==> config.mk <==
export PLATFORM = sky130hd
export DESIGN_NAME = serial_subtractor
export DESIGN_NICKNAME = d
export VERILOG_FILES = /design/src/rtl/serial_subtractor.sv
export SDC_FILE = /design/constraint.sdc
export NUM_CORES = 1
export LEC_CHECK = 0
export BUFFER_PORTS_ARGS = -buffer_cell sky130_fd_sc_hd__buf_2
export CELL_PAD_IN_SITES_DETAIL_PLACEMENT = 0
export CELL_PAD_IN_SITES_GLOBAL_PLACEMENT = 1
export CORE_UTILIZATION = 39
export CTS_BUF_LIST = sky130_fd_sc_hd__clkbuf_4
export DETAILED_ROUTE_END_ITERATION = 10
export PLACE_DENSITY_LB_ADDON = 0.1
export RECOVER_POWER = 100
export SYNTH_ARGS = -nofsm -noshare
export SYNTH_HDL_FRONTEND = slang
export SYNTH_SLANG_ARGS = --single-unit
==> constraint.sdc <==
create_clock -name clk -period 1.55 [get_ports clk]
set_clock_uncertainty 0.15 [all_clocks]
set_input_delay 0.0775 -clock clk [delete_from_list [all_inputs] [get_ports clk]]
set_output_delay 0.0775 -clock clk [all_outputs]
set_load 0.05 [all_outputs]
==> src/rtl/serial_subtractor.sv <==
// Bit-serial two's-complement subtractor: diff = a - b - bin, LSB first, one bit per clock.
// Result is valid WIDTH cycles after acceptance and held under backpressure until consumed.
module serial_subtractor #(
  parameter int WIDTH = 4
) (
  input  logic             clk,
  input  logic             rst,
  input  logic [WIDTH-1:0] a,
  input  logic [WIDTH-1:0] b,
  input  logic             bin,
  input  logic             in_valid,
  output logic             in_ready,
  output logic [WIDTH-1:0] diff,
  output logic             bout,
  output logic             ovf,
  output logic             out_valid,
  input  logic             out_ready
);

  localparam int CW = (WIDTH > 1) ? $clog2(WIDTH) : 1;

  localparam logic [1:0] IDLE = 2'd0;
  localparam logic [1:0] BUSY = 2'd1;
  localparam logic [1:0] DONE = 2'd2;

  logic [1:0]       r_state;
  logic [WIDTH-1:0] r_a;
  logic [WIDTH-1:0] r_b;
  logic             r_br;
  logic [CW-1:0]    r_cnt;
  logic [WIDTH-1:0] r_diff;
  logic             r_bout;
  logic             r_ovf;

  logic w_ai;
  logic w_bi;
  logic w_d;
  logic w_br_next;
  logic w_last;

  // Single full-subtractor cell working on the current LSB of the operand shifters.
  assign w_ai      = r_a[0];
  assign w_bi      = r_b[0];
  assign w_d       = w_ai ^ w_bi ^ r_br;
  assign w_br_next = (~w_ai & w_bi) | (~(w_ai ^ w_bi) & r_br);
  assign w_last    = (r_cnt == CW'(WIDTH - 1));

  always_ff @(posedge clk or posedge rst) begin
    if (rst) begin
      r_state <= IDLE;
      r_a     <= '0;
      r_b     <= '0;
      r_br    <= 1'b0;
      r_cnt   <= '0;
      r_diff  <= '0;
      r_bout  <= 1'b0;
      r_ovf   <= 1'b0;
    end else begin
      case (r_state)
        IDLE: begin
          if (in_valid) begin
            r_a     <= a;
            r_b     <= b;
            r_br    <= bin;
            r_cnt   <= '0;
            r_state <= BUSY;
          end
        end
        BUSY: begin
          r_diff <= {w_d, r_diff[WIDTH-1:1]};
          r_a    <= {1'b0, r_a[WIDTH-1:1]};
          r_b    <= {1'b0, r_b[WIDTH-1:1]};
          r_br   <= w_br_next;
          r_cnt  <= r_cnt + CW'(1);
          if (w_last) begin
            // r_br here is the borrow into the MSB, so its XOR with the MSB borrow-out is signed overflow.
            r_bout  <= w_br_next;
            r_ovf   <= r_br ^ w_br_next;
            r_state <= DONE;
          end
        end
        DONE: begin
          if (out_ready) begin
            r_state <= IDLE;
          end
        end
        default: r_state <= IDLE;
      endcase
    end
  end

  assign in_ready  = (r_state == IDLE);
  assign out_valid = (r_state == DONE);
  assign diff      = r_diff;
  assign bout      = r_bout;
  assign ovf       = r_ovf;

endmodule
## Yosys cells after proc, flatten, opt, wreduce, memory -nomap -nowiden

Cells that the tools add are included.

- Flip-flop bits (word level): 19
- Word-level logic and storage cells: 40
- Input bits: 13
- Output and inout bits: 8

- Bitwise gates (word level): 8
- Add/sub/neg operators: 1
- Multiplexer cells: 12
- Reduce and logical (&&, ||, !) cells: 5
- Eq/ne operators: 6

Operators by type and width:

| operator | count |
|---|---|
| case mux 4 bit (2 select lines) | 2 |
| two-way mux 2 bit | 4 |
| two-way mux 4 bit | 2 |
| case mux 2 bit (3 select lines) | 1 |
| == test 2 bit, second input constant | 2 |
| inequality test 2 bit, second input constant | 2 |
| case mux 2 bit (2 select lines) | 1 |
| AND reduction 2 bit | 2 |
| AND reduction 3 bit | 1 |
| bitwise XOR 1 bit | 3 |
| adder 2 x 1 -> 2 bit, second input constant | 1 |
| bitwise AND 1 bit | 2 |
| == test 2 x 1 -> 1 bit, second input constant | 1 |
| logical NOT 2 bit | 1 |
| inequality test 2 x 1 -> 1 bit, second input constant | 1 |
| inverter 1 bit | 2 |
| case mux 1 bit (2 select lines) | 1 |
| nonzero test 2 bit | 1 |
| two-way mux 1 bit | 1 |
| bitwise OR 1 bit | 1 |

## Logic depth before layout (Yosys ltp)

Gate-level depths: netlist of the first run.

- Depth after elaboration: 5
- Mapped depth: 4
- Gate-level depth less buffers: 4

## Least setup slack after synthesis of the first run

OpenSTA, ideal clock, no wires.

- Path kind: register to register
- Start: register r_state[0]
- End: register r_a[0]
- Period minus slack after synthesis: 1.600 ns
- Path buffers: 1
- Stages on the path, launching flop included: 4
- Slack: -0.050 ns
- Data arrival time: 1.276 ns
- Setup time: 0.174 ns
- Cells stage by stage: dfrtp_1 > buf_4 > nor2_2 > a222oi_1

- Longest elaborated chain between the ends: 3
- Elaborated cells between the ends (all ways): 6
- Classes of those cells: eq/ne: 2; mux: 1; reduce/logical: 3

RTL lines:

| item | RTL line | source |
|---|---|---|
| from (decl) | 26 | `logic [1:0] r_state;` |
| from (signal assigned) | 50 | `r_state <= IDLE;` |
| from (signal assigned) | 66 | `r_state <= BUSY;` |
| from (signal assigned) | 79 | `r_state <= DONE;` |
| logical NOT 2 bit * | - |  |
| net in_ready | 12 | `output logic in_ready,` |
| inequality test 2 bit (no source line) or nonzero test 2 bit (tied branches) | - |  |
| AND reduction 2 bit (no source line) | - |  |
| to (signal assigned) | 71 | `r_a <= {1'b0, r_a[WIDTH-1:1]};` |
| to (decl) | 27 | `logic [WIDTH-1:0] r_a;` |

The timed path passes the listed nets; every way through them passes the cells marked *.
A chain may end at the register's enable or synchronous reset.

## Worst setup path in the final report of the first run

- Start: register r_a[0]
- End: register r_ovf, in the netlist ovf

- Longest elaborated chain between the ends: 5
- Elaborated cells between the ends (all ways): 7
- Classes of those cells: bitwise: 7

RTL lines:

| item | RTL line | source |
|---|---|---|
| bitwise XOR 1 bit | 45 | `assign w_br_next = (~w_ai & w_bi) \| (~(w_ai ^ w_bi) & r_br);` |
| inverter 1 bit | 45 |  |
| bitwise AND 1 bit | 45 |  |
| bitwise OR 1 bit * | 45 |  |
| bitwise XOR 1 bit * | 78 | `r_ovf <= r_br ^ w_br_next;` |
| to (signal assigned) | 78 |  |
| to (decl) | 33 | `logic r_ovf;` |

Mark *: on every way between the ends. The rest lies on a longest branch, timed or not.

==> flow_summary_export.csv, run 1 <==
group,metric,value,unit
timing,slew_viol_final,0,
global_route,grt_usage,16.4,%
clocking,cts_root_buf,"clkbuf_4",
yosys,synth_compound_area_share,13.4,%
clocking,clkLatencyLatePin,0.28,ns
yosys,syn_avg_cell_area,12.5,um2
setup_path,critPathKind,"flop to flop",
yosys,synth_fa_ha_area_share,3.53,%
setup_path,start_kind,"flop",
global_route,grt_pass1_vias,725,
yosys,ys.flop_type,"dfrtp_1",
detailed_routing,ant_nets,0,
timing,hold_viol,0,
timing,timing.setup.tns,0,ns
setup_path,critPathCaptureType,"flop",
yosys,syn-cell-area,922,um2
clocking,cts_htree_levels,1,
clocking,clk_pin_slew,0.10,ns
timing,fmax,674,MHz
setup_path,worstPathRequired,1.58,ns
finish,final_common_cell,"dfrtp_1",
power,switchingPower,0.00116,W
clocking,numCtsBuffers,3,
setup_path,path_buf_inv,0,
timing,layout_worst_path_cycle_share,95.7,%
detailed_routing,wl_per_cell,12.4,um
setup_path,critPathSlowestCell,"dfrtp_1",
finish,fill_cells,212,
global_route,grt_start_max_net_pins,20,
setup_path,max_stage_delay,0.41,ns
power,switching_share,43.9,%
yosys,synthCells,74,
floorplanning,die-area,2560,um2
detailed_routing,wl,1770,um
floorplanning,ios,21,
setup_path,crit_family,"flip-flops",
timing,worst_slack,0.0668,ns
placement,pre_cts_slack,0.0170,ns
global_route,grt_pass1_wl,3150,um
detailed_routing,first_iter_violations,19,
floorplanning,die_y,50.6,um
setup_path,critPathArrivalTime,1.51,ns
detailed_routing,dr.pass1.iters,4,
yosys,ys_ff_latch,19,
power,p_int,0.00148,W
power,leakage,0.596,nW
timing,fin_crit,1.48,ns
timing,relSlewSlack,60.1,%
placement,place.gp.congestion,0.733,
setup_path,cp_max_fo,2,
status,status,"complete, no violations",
yosys,ys_seq_area_share,51.6,%
global_route,antenna_found_initial,0,
floorplanning,num_rows,17,
finish,num_antenna_cells,0,
finish,drive_gt1_share,28.9,%
yosys,yosys_warnings,0,
finish,area_delta_synth_final,33.8,%
clocking,clock-sinks,19,
power,cellPowerDensity,2140,nW/um2
power,p_clk_share,9.8,%
detailed_routing,vias_per_cell,4.92,
power,comb_power_share,57.3,%
detailed_routing,drc,0,
finish,mostFrequentLayoutCells,"dfrtp_1, buf_2, inv_1, dlygate4sd3_1, clkbuf_1",
floorplanning,start_util,41.7,%
yosys,yosysUniqueCellTypes,29,
detailed_routing,vias,699,
yosys,ys_async_sr_fraction,100,%
timing,setup_violations,0,
finish,final_nets,130,
setup_path,crit_chain,"fa_2 > xnor2_1 > mux2_1",
job,drv_cap,0,
floorplanning,die_x,50.6,um
timing,rsz0062_at_grt,"false",
yosys,muxShareOfSynthArea,8.82,%
placement,port_buffers,20,
clocking,cts_max_path_buffers,2,
yosys,synth-simple-area-share,13.4,%
timing,tightest_slew,0.600,ns
yosys,synth-xor-area-share,0.950,%
global_route,overflow,0,
power,ir_drop,1220,uV
power,seq_power_share,32.9,%
floorplanning,core-area,2210,um2
yosys,synth_top_family_by_area,"compound AO/OA/AOI/OAI gates",
yosys,synthesis.nets,89,
clocking,cts_tree,"built",
min_path,hp-class,"primary input to flop",
placement,dpl.hpwl,1240,um
yosys,synth-edff-count,0,
## cells in the mapped netlist, types with 2 or more instances
cell type   n  area share [%]
dfrtp_1    19              52
inv_1      11             4.5
a222oi_1    5             5.4
nor2b_1     5             3.4
mux2_1      3             3.7
nand2b_1    3             2.0
a221oi_1    2             1.9
buf_6       2             2.4
mux2_2      2             2.4
nor2_1      2            0.81
nor4b_1     2             1.9
## registers in the layout, summed over array words and instances, names as in the netlist
signal	count
r_a	4
diff	4
r_state	2
r_b	4
bout	1
r_cnt	2
ovf	1
r_br	1
## cell type report
class	instances	area, um2	area share, %
Sequential cell	19	475	38.5
Multi-Input combinational cell	40	375	30.4
Timing Repair Buffer	40	277	22.4
Inverter	11	41.3	3.35
Tap cell	28	35.0	2.84
Clock buffer	4	30.0	2.43
## power groups by stage
stage	logic [W]	clock network [W]	registers [W]
3_3_place_gp	0.00143	0	0.000874
4_1_cts	0.00155	0.000269	0.000867
5_1_grt	0.00166	0.000293	0.000908
3_5_place_dp	0.00145	0	0.000889
6_report	0.00151	0.000260	0.000870
2_1_floorplan	0.000867	0	0.00115
## path summary, 6_finish.rpt
path	from	to	slack, ns	cells past startpoint
max	r_a[0]	ovf	0.07	3
min	a[2]	r_a[2]	0.002	3
max reg2reg	r_a[0]	ovf	0.07	3
min reg2reg	diff[0]	diff[0]	0.36	1
max in group asynchronous	rst	r_b[2]	0.65	4
min in group asynchronous	rst	r_cnt[1]	0.28	4
## worst reg2reg max path, stage by stage, from the launching register on
cell and delay (ns):
dfrtp_1 0.41, fa_2 0.40, xnor2_1 0.13, mux2_1 0.28
## cell families (layout without fill, tap and decap cells)
logic type,Yosys count,in the layout
flip-flops,19,19
AND/OR/NAND/NOR,17,17
buffers and inverters,15,55
AO/OA/AOI/OAI,13,13
multiplexers,7,7
adder cells (fa/ha/maj),2,2
XOR/XNOR,1,1
## metal layers
metal  GRT usage, %  wire, um  vias to the layer above
li1               -         -                      344
met1           20.8       879                      336
met2           27.1       801                       17
met3           3.03        73                        2
met4           6.94        13                        0
met5              0         0                        -
## per-stage QoR
stage | hold WS, ns | instance area (um2) | instances | util [%] | total power, W
finish | 0.00174 | 1230 | 142 | 55.8 | 0.00264
global route | 0.0129 | 1230 | 142 | 55.8 | 0.00286
CTS | 0.00451 | 1240 | 141 | 55.9 | 0.00269
detailed placement | -0.0392 | 1070 | 124 | 48.5 | 0.00234
global placement | -0.0422 | 1070 | 124 | 48.5 | 0.00231
floorplan | -0.121 | 927 | 74 | - | 0.00202
## what timing repair did
item / CTS / global route
endpoints found under the setup margin: 3 / 5
pin swaps: 1 / 1
hold endpoints to repair: 29 / 0
hold buffers: 11 / 0
resized for setup: 3 / 4
setup buffers: 2 / 1
Note: power is estimated with default switching activity, not from simulation.
==> run 2, diff against run 1 <==
==> config.mk (replaced) <==
export PLATFORM = sky130hd
export DESIGN_NAME = serial_subtractor
export DESIGN_NICKNAME = d
export VERILOG_FILES = /design/src/rtl/serial_subtractor.sv
export SDC_FILE = /design/constraint.sdc
export NUM_CORES = 1
export LEC_CHECK = 0
export CELL_PAD_IN_SITES_DETAIL_PLACEMENT = 0
export CELL_PAD_IN_SITES_GLOBAL_PLACEMENT = 1
export CORE_UTILIZATION = 46
export CTS_BUF_LIST = sky130_fd_sc_hd__clkbuf_4
export DETAILED_ROUTE_END_ITERATION = 10
export DONT_BUFFER_PORTS = 1
export PLACE_DENSITY_LB_ADDON = 0.1
export RECOVER_POWER = 25
export SYNTH_ARGS = -nofsm -noshare
export SYNTH_HDL_FRONTEND = slang
export SYNTH_SLANG_ARGS = --single-unit
==> run 2 against run 1 <==
Effect of this change:
- sequential share of layout area is 1.3 points higher
- maximum frequency grew 0.64%
- register-to-register slack is essentially flat
- combinational power is 3% higher
- critical path depth stayed put
- critical endpoint unchanged
- global-route usage up 1.3 points
- clock power down 5%
- highest routed layer unchanged
- worst hold slack better by 0.17 ns
- non-clock buffer count is 13 lower
- first-iteration DRC count up 26%
- largest power group unchanged
- design area decreased by 3.0%
==> flow_summary_export.csv, run 2 (synthesis results as in run 1) <==
group,metric,value,unit
floorplanning,die-area,2190,um2
detailed_routing,vias,671,
placement,port_buffers,0,
finish,num_antenna_cells,0,
setup_path,critPathArrivalTime,1.51,ns
global_route,antenna_found_initial,0,
detailed_routing,first_iter_violations,24,
global_route,grtUsageMet3,2.31,%
setup_path,max_stage_delay,0.42,ns
timing,timing.setup.tns,0,ns
finish,final_common_cell,"dfrtp_1",
timing,relSlewSlack,67.3,%
placement,place_area,1030,um2
global_route,grt_start_max_net_pins,20,
setup_path,worstPathRequired,1.58,ns
global_route,met2_usage,28.6,%
global_route,met1_usage,22.9,%
clocking,cts_htree_levels,1,
global_route,overflow,0,
timing,fin_crit,1.47,ns
floorplanning,start_util,51.2,%
clocking,cts_tree,"built",
setup_path,start_kind,"flop",
floorplanning,num_rows,15,
detailed_routing,vias_per_cell,5.33,
power,leakage,0.574,nW
timing,setup_violations,0,
finish,mostFrequentLayoutCells,"dfrtp_1, dlygate4sd3_1, inv_1, buf_4",
finish,area_delta_synth_final,29.7,%
setup_path,critPathKind,"flop to flop",
clocking,cts_root_buf,"clkbuf_4",
timing,fmax,678,MHz
placement,place.gp.congestion,0.684,
timing,rsz0062_at_grt,"false",
finish,final_nets,117,
detailed_routing,ant_nets,0,
floorplanning,ios,21,
floorplanning,die_y,46.8,um
placement,dpl.hpwl,1160,um
detailed_routing,wl,1670,um
status,status,"complete, no violations",
finish,drive_gt1_share,26.7,%
power,ir_drop,1260,uV
timing,hold_viol,0,
clocking,cts_max_path_buffers,2,
job,drv_cap,0,
clocking,numCtsBuffers,3,
floorplanning,die_x,46.8,um
floorplanning,core-area,1800,um2
timing,slew_viol_final,0,
clocking,clock-sinks,19,
global_route,grt_usage,17.7,%
setup_path,crit_family,"flip-flops",
setup_path,critPathCaptureType,"flop",
global_route,grt_pass1_vias,602,
setup_path,critPathSlowestCell,"dfrtp_1",
clocking,clk_pin_slew,0.11,ns
timing,tightest_slew,0.490,ns
global_route,grt_pass1_wl,2640,um
global_route,top_usage_layer,"met2",
detailed_routing,drc,0,
finish,stdcell_area,1200,um2
setup_path,cp_max_fo,2,
finish,final_cells,126,
placement,place_inst,109,
min_path,hp-class,"primary input to async pin",
detailed_routing,dr.pass1.iters,4,
clocking,clkLatencyLatePin,0.29,ns
detailed_routing,wl_per_cell,13.3,um
power,cellPowerDensity,2250,nW/um2
setup_path,path_buf_inv,0,
setup_path,crit_chain,"fa_2 > xnor2_1 > mux2_4",
timing,layout_worst_path_cycle_share,95.1,%
[run 2: cell types whose count changed in the layout (fill, tap and decap cells not counted)]
cell / change
and2b_1: +1
and2b_2: -1
buf_2: -12
buf_4: +5
buf_6: +1
clkbuf_1: -7
clkbuf_4: -2
clkinv_2: +1
dfrtp_1: -1
dfrtp_2: +1
dlygate4sd3_1: +1
mux2_1: -1
mux2_4: +1
[run 2: power by group]
| group | switching [W] | internal, W |
|---|---|---|
| combinational | 0.000867 | 0.000688 |
| sequential | 0.000140 | 0.000744 |
| clock | 0.000151 | 0.0000959 |
[run 2: final timing paths]
check                               start         end  slack, ns  cells past startpoint
worst max-delay path               r_a[0]         ovf       0.08                      3
worst min register to register     r_a[3]      r_a[3]       0.36                      1
min in group clk                out_ready  r_state[1]       0.27                      2
worst min-delay path                  rst      r_b[1]       0.17                      3
worst max register to register     r_a[0]         ovf       0.08                      3
max in group asynchronous             rst  r_state[1]       0.71                      3
[run 2: final cells by class]
class | instances | area [um2]
timing repair buffer | 27 | 241
clock inverter | 1 | 5.00
multi-input combinational | 40 | 378
inverter | 11 | 41.3
tap | 25 | 31.3
sequential | 19 | 477
clock buffer | 3 | 22.5
fill | 163 | 606
[run 2: worst reg2reg max path: cells and delay by family, from the launching register on]
kind | cells | cell delay [ns]
XOR/XNOR | 1 | 0.13
adder cells (fa/ha/maj) | 1 | 0.40
multiplexers | 1 | 0.26
flip-flops | 1 | 0.42
[run 2: through the flow]
step / power [W] / setup slack (ns) / utilization [%] / hold WS, ns
2_1_floorplan: 0.00202 / 0.0457 / - / -0.121
3_3_place_gp: 0.00234 / 0.0484 / 57.1 / -0.145
3_5_place_dp: 0.00237 / 0.0250 / 57.1 / -0.140
4_1_cts: 0.00267 / 0.00129 / 65.6 / 0.0857
5_1_grt: 0.00288 / 0.00726 / 66.4 / 0.221
6_report: 0.00269 / 0.0762 / 66.4 / 0.173
[run 2: routing by layer]
metal	share of wire (%)	wire, um
met5	0	0
met4	0.72	12
met3	4.7	78
met2	48	795
met1	47	787
[run 2: what timing repair did]
item                                   4_1_cts  5_1_grt
gates resized for setup                      2        3
setup buffers                                0        1
gates cloned                                 0        0
pin swaps                                    1        2
hold buffers                                12        0
setup endpoints to repair                    1        4
endpoints found under the hold margin       31        0
==> run 3, diff against run 2 <==
--- a/config.mk
+++ b/config.mk
@@ -11,7 +11,7 @@
 export CTS_BUF_LIST = sky130_fd_sc_hd__clkbuf_4
 export DETAILED_ROUTE_END_ITERATION = 10
 export DONT_BUFFER_PORTS = 1
-export PLACE_DENSITY_LB_ADDON = 0.1
+export PLACE_DENSITY = 0.83
 export RECOVER_POWER = 25
 export SYNTH_ARGS = -nofsm -noshare
 export SYNTH_HDL_FRONTEND = slang
==> run 3 against run 2 <==
Effect of this change:
- sequential share of layout area up 0.32 points
- sequential power shrank 1%
- critical path type is now flop to output port
- setup slack got worse by 0.014 ns
- routed wire length is 1.1% lower
- via count fell by 3.1%
- utilization fell by 0.69 points
==> flow_summary_export.csv, run 3 (synthesis results as in run 1) <==
group,metric,value,unit
min_path,hp-class,"primary input to flop",
placement,pre_cts_slack,0.0297,ns
global_route,grt_usage,19.4,%
power,comb_power_share,58.0,%
setup_path,max_stage_delay,0.43,ns
detailed_routing,first_iter_violations,7,
floorplanning,ios,21,
floorplanning,die_x,46.8,um
timing,hold_slack,0.0150,ns
setup_path,regToRegSetupSlack,0.07,ns
power,ir_drop,1110,uV
power,switching_share,43.4,%
global_route,grt_start_max_net_pins,20,
detailed_routing,vias_per_cell,5.28,
detailed_routing,vias,650,
timing,slew_viol_final,0,
setup_path,crit_chain,"buf_12 > nor2_4 > buf_6",
timing,setup_violations,0,
detailed_routing,drc,0,
power,switchingPower,0.00116,W
timing,hold_viol,0,
placement,dpl.hpwl,1150,um
setup_path,crit-reg2reg-launch,"r_a[0]",
detailed_routing,dr.pass1.iters,4,
floorplanning,die-area,2190,um2
global_route,grt_pass1_vias,613,
finish,num_antenna_cells,0,
timing,fin_crit,1.49,ns
status,status,"complete, no violations",
floorplanning,core-area,1800,um2
setup_path,worstPathRequired,1.32,ns
clocking,clkLatencyLatePin,0.29,ns
clocking,clk_pin_slew,0.11,ns
detailed_routing,ant_nets,0,
finish,drive_gt1_share,23.5,%
job,drv_cap,0,
setup_path,reg2reg_depth,3,
finish,area_delta_synth_final,28.4,%
power,p_int,0.00151,W
clocking,clock-sinks,19,
floorplanning,num_rows,15,
finish,fill_cells,152,
clocking,cts_setup_buffers,0,
finish,stdcell_area,1180,um2
setup_path,critPathSlowestCell,"dfrtp_1",
placement,port_buffers,0,
setup_path,cp_max_fo,11,
placement,place_area,1030,um2
timing,worst_slack,0.0622,ns
setup_path,critPathCaptureType,"output port",
clocking,cts_max_path_buffers,2,
finish,final_common_cell,"dfrtp_1",
setup_path,critPathArrivalTime,1.26,ns
clocking,cts_tree,"built",
global_route,grt_pass1_wl,2870,um
setup_path,critPathKind,"flop to output port",
timing,layout_worst_path_cycle_share,96.0,%
power,p_clk_share,9.2,%
setup_path,start_kind,"flop",
global_route,antenna_found_initial,0,
clocking,numCtsBuffers,3,
placement,place.gp.congestion,0.681,
power,seq_power_share,32.8,%
setup_path,setup.worst_path.start,"r_state[1]",
timing,fmax,672,MHz
floorplanning,die_y,46.8,um
setup_path,crit_end,"in_ready",
power,leakage,0.563,nW
detailed_routing,wl,1650,um
global_route,overflow,0,
clocking,cts_root_buf,"clkbuf_4",
timing,relSlewSlack,53.4,%
floorplanning,start_util,51.2,%
detailed_routing,wl_per_cell,13.4,um
power,cellPowerDensity,2250,nW/um2
finish,mostFrequentLayoutCells,"dfrtp_1, dlygate4sd3_1, inv_1, buf_4",
clocking,cts_htree_levels,1,
min_path,hold_depth,2,
setup_path,reg2reg_to,"ovf",
finish,final_nets,114,
timing,tightest_slew,0.699,ns
==> run 3: cell count changes in the layout (fill, tap and decap cells not counted), sizes merged <==
cell,delta
buf,-2
clkbuf,-1
==> run 3: final cells by class <==
| class | instances | area [um2] | area share [%] |
|---|---|---|---|
| sequential | 19 | 475 | 40.2 |
| multi-input combinational | 40 | 378 | 31.9 |
| timing repair buffer | 24 | 230 | 19.5 |
| inverter | 11 | 41.3 | 3.49 |
| tap | 25 | 31.3 | 2.64 |
| clock buffer | 3 | 22.5 | 1.90 |
| clock inverter | 1 | 5.00 | 0.423 |
==> run 3: stage by stage <==
stage	std cells	TNS [ns]	power (W)	util (%)
2_1_floorplan	74	0	0.00202	-
3_3_place_gp	107	0	0.00233	56.9
3_5_place_dp	107	0	0.00239	56.9
4_1_cts	123	0	0.00266	65.1
5_1_grt	123	-0.00518	0.00286	65.7
6_report	123	0	0.00266	65.7
==> run 3: worst min path at each step <==
stage             start       to  slack [ns]
5_1_grt        in_valid   r_a[1]       0.002
2_1_floorplan       rst     bout       -0.12
4_1_cts        in_valid   r_a[1]       0.004
3_5_place_dp        rst  diff[0]       -0.04
3_3_place_gp        rst  diff[0]       -0.03
6_report       in_valid   r_a[1]        0.01
==> run 3: critical path: cells and delay by family, from the launching register on <==
kind | cells | cell delay, ns
buffers and inverters | 2 | 0.34
flip-flops | 1 | 0.43
AND/OR/NAND/NOR | 1 | 0.20
==> run 3: power by group through the flow <==
stage          clock network (W)  registers [W]  logic, W
3_5_place_dp                   0       0.000888   0.00150
5_1_grt                 0.000272       0.000901   0.00169
3_3_place_gp                   0       0.000865   0.00146
4_1_cts                 0.000250       0.000877   0.00153
2_1_floorplan                  0        0.00115  0.000867
6_report                0.000244       0.000873   0.00155
==> run 3: layer usage <==
layer	part of all wire [%]	vias to the layer above	track usage, %
met5	0	-	0
met4	0.54	0	8.57
met1	47	318	27.5
li1	-	310	-
met2	50	20	30.3
met3	3.1	2	2.31
==> run 3: timing repair <==
item | CTS | global route
hold buffers | 12 | 0
endpoints found under the setup margin | 0 | 4
gates resized for setup | 0 | 3
hold endpoints to repair | 30 | 0
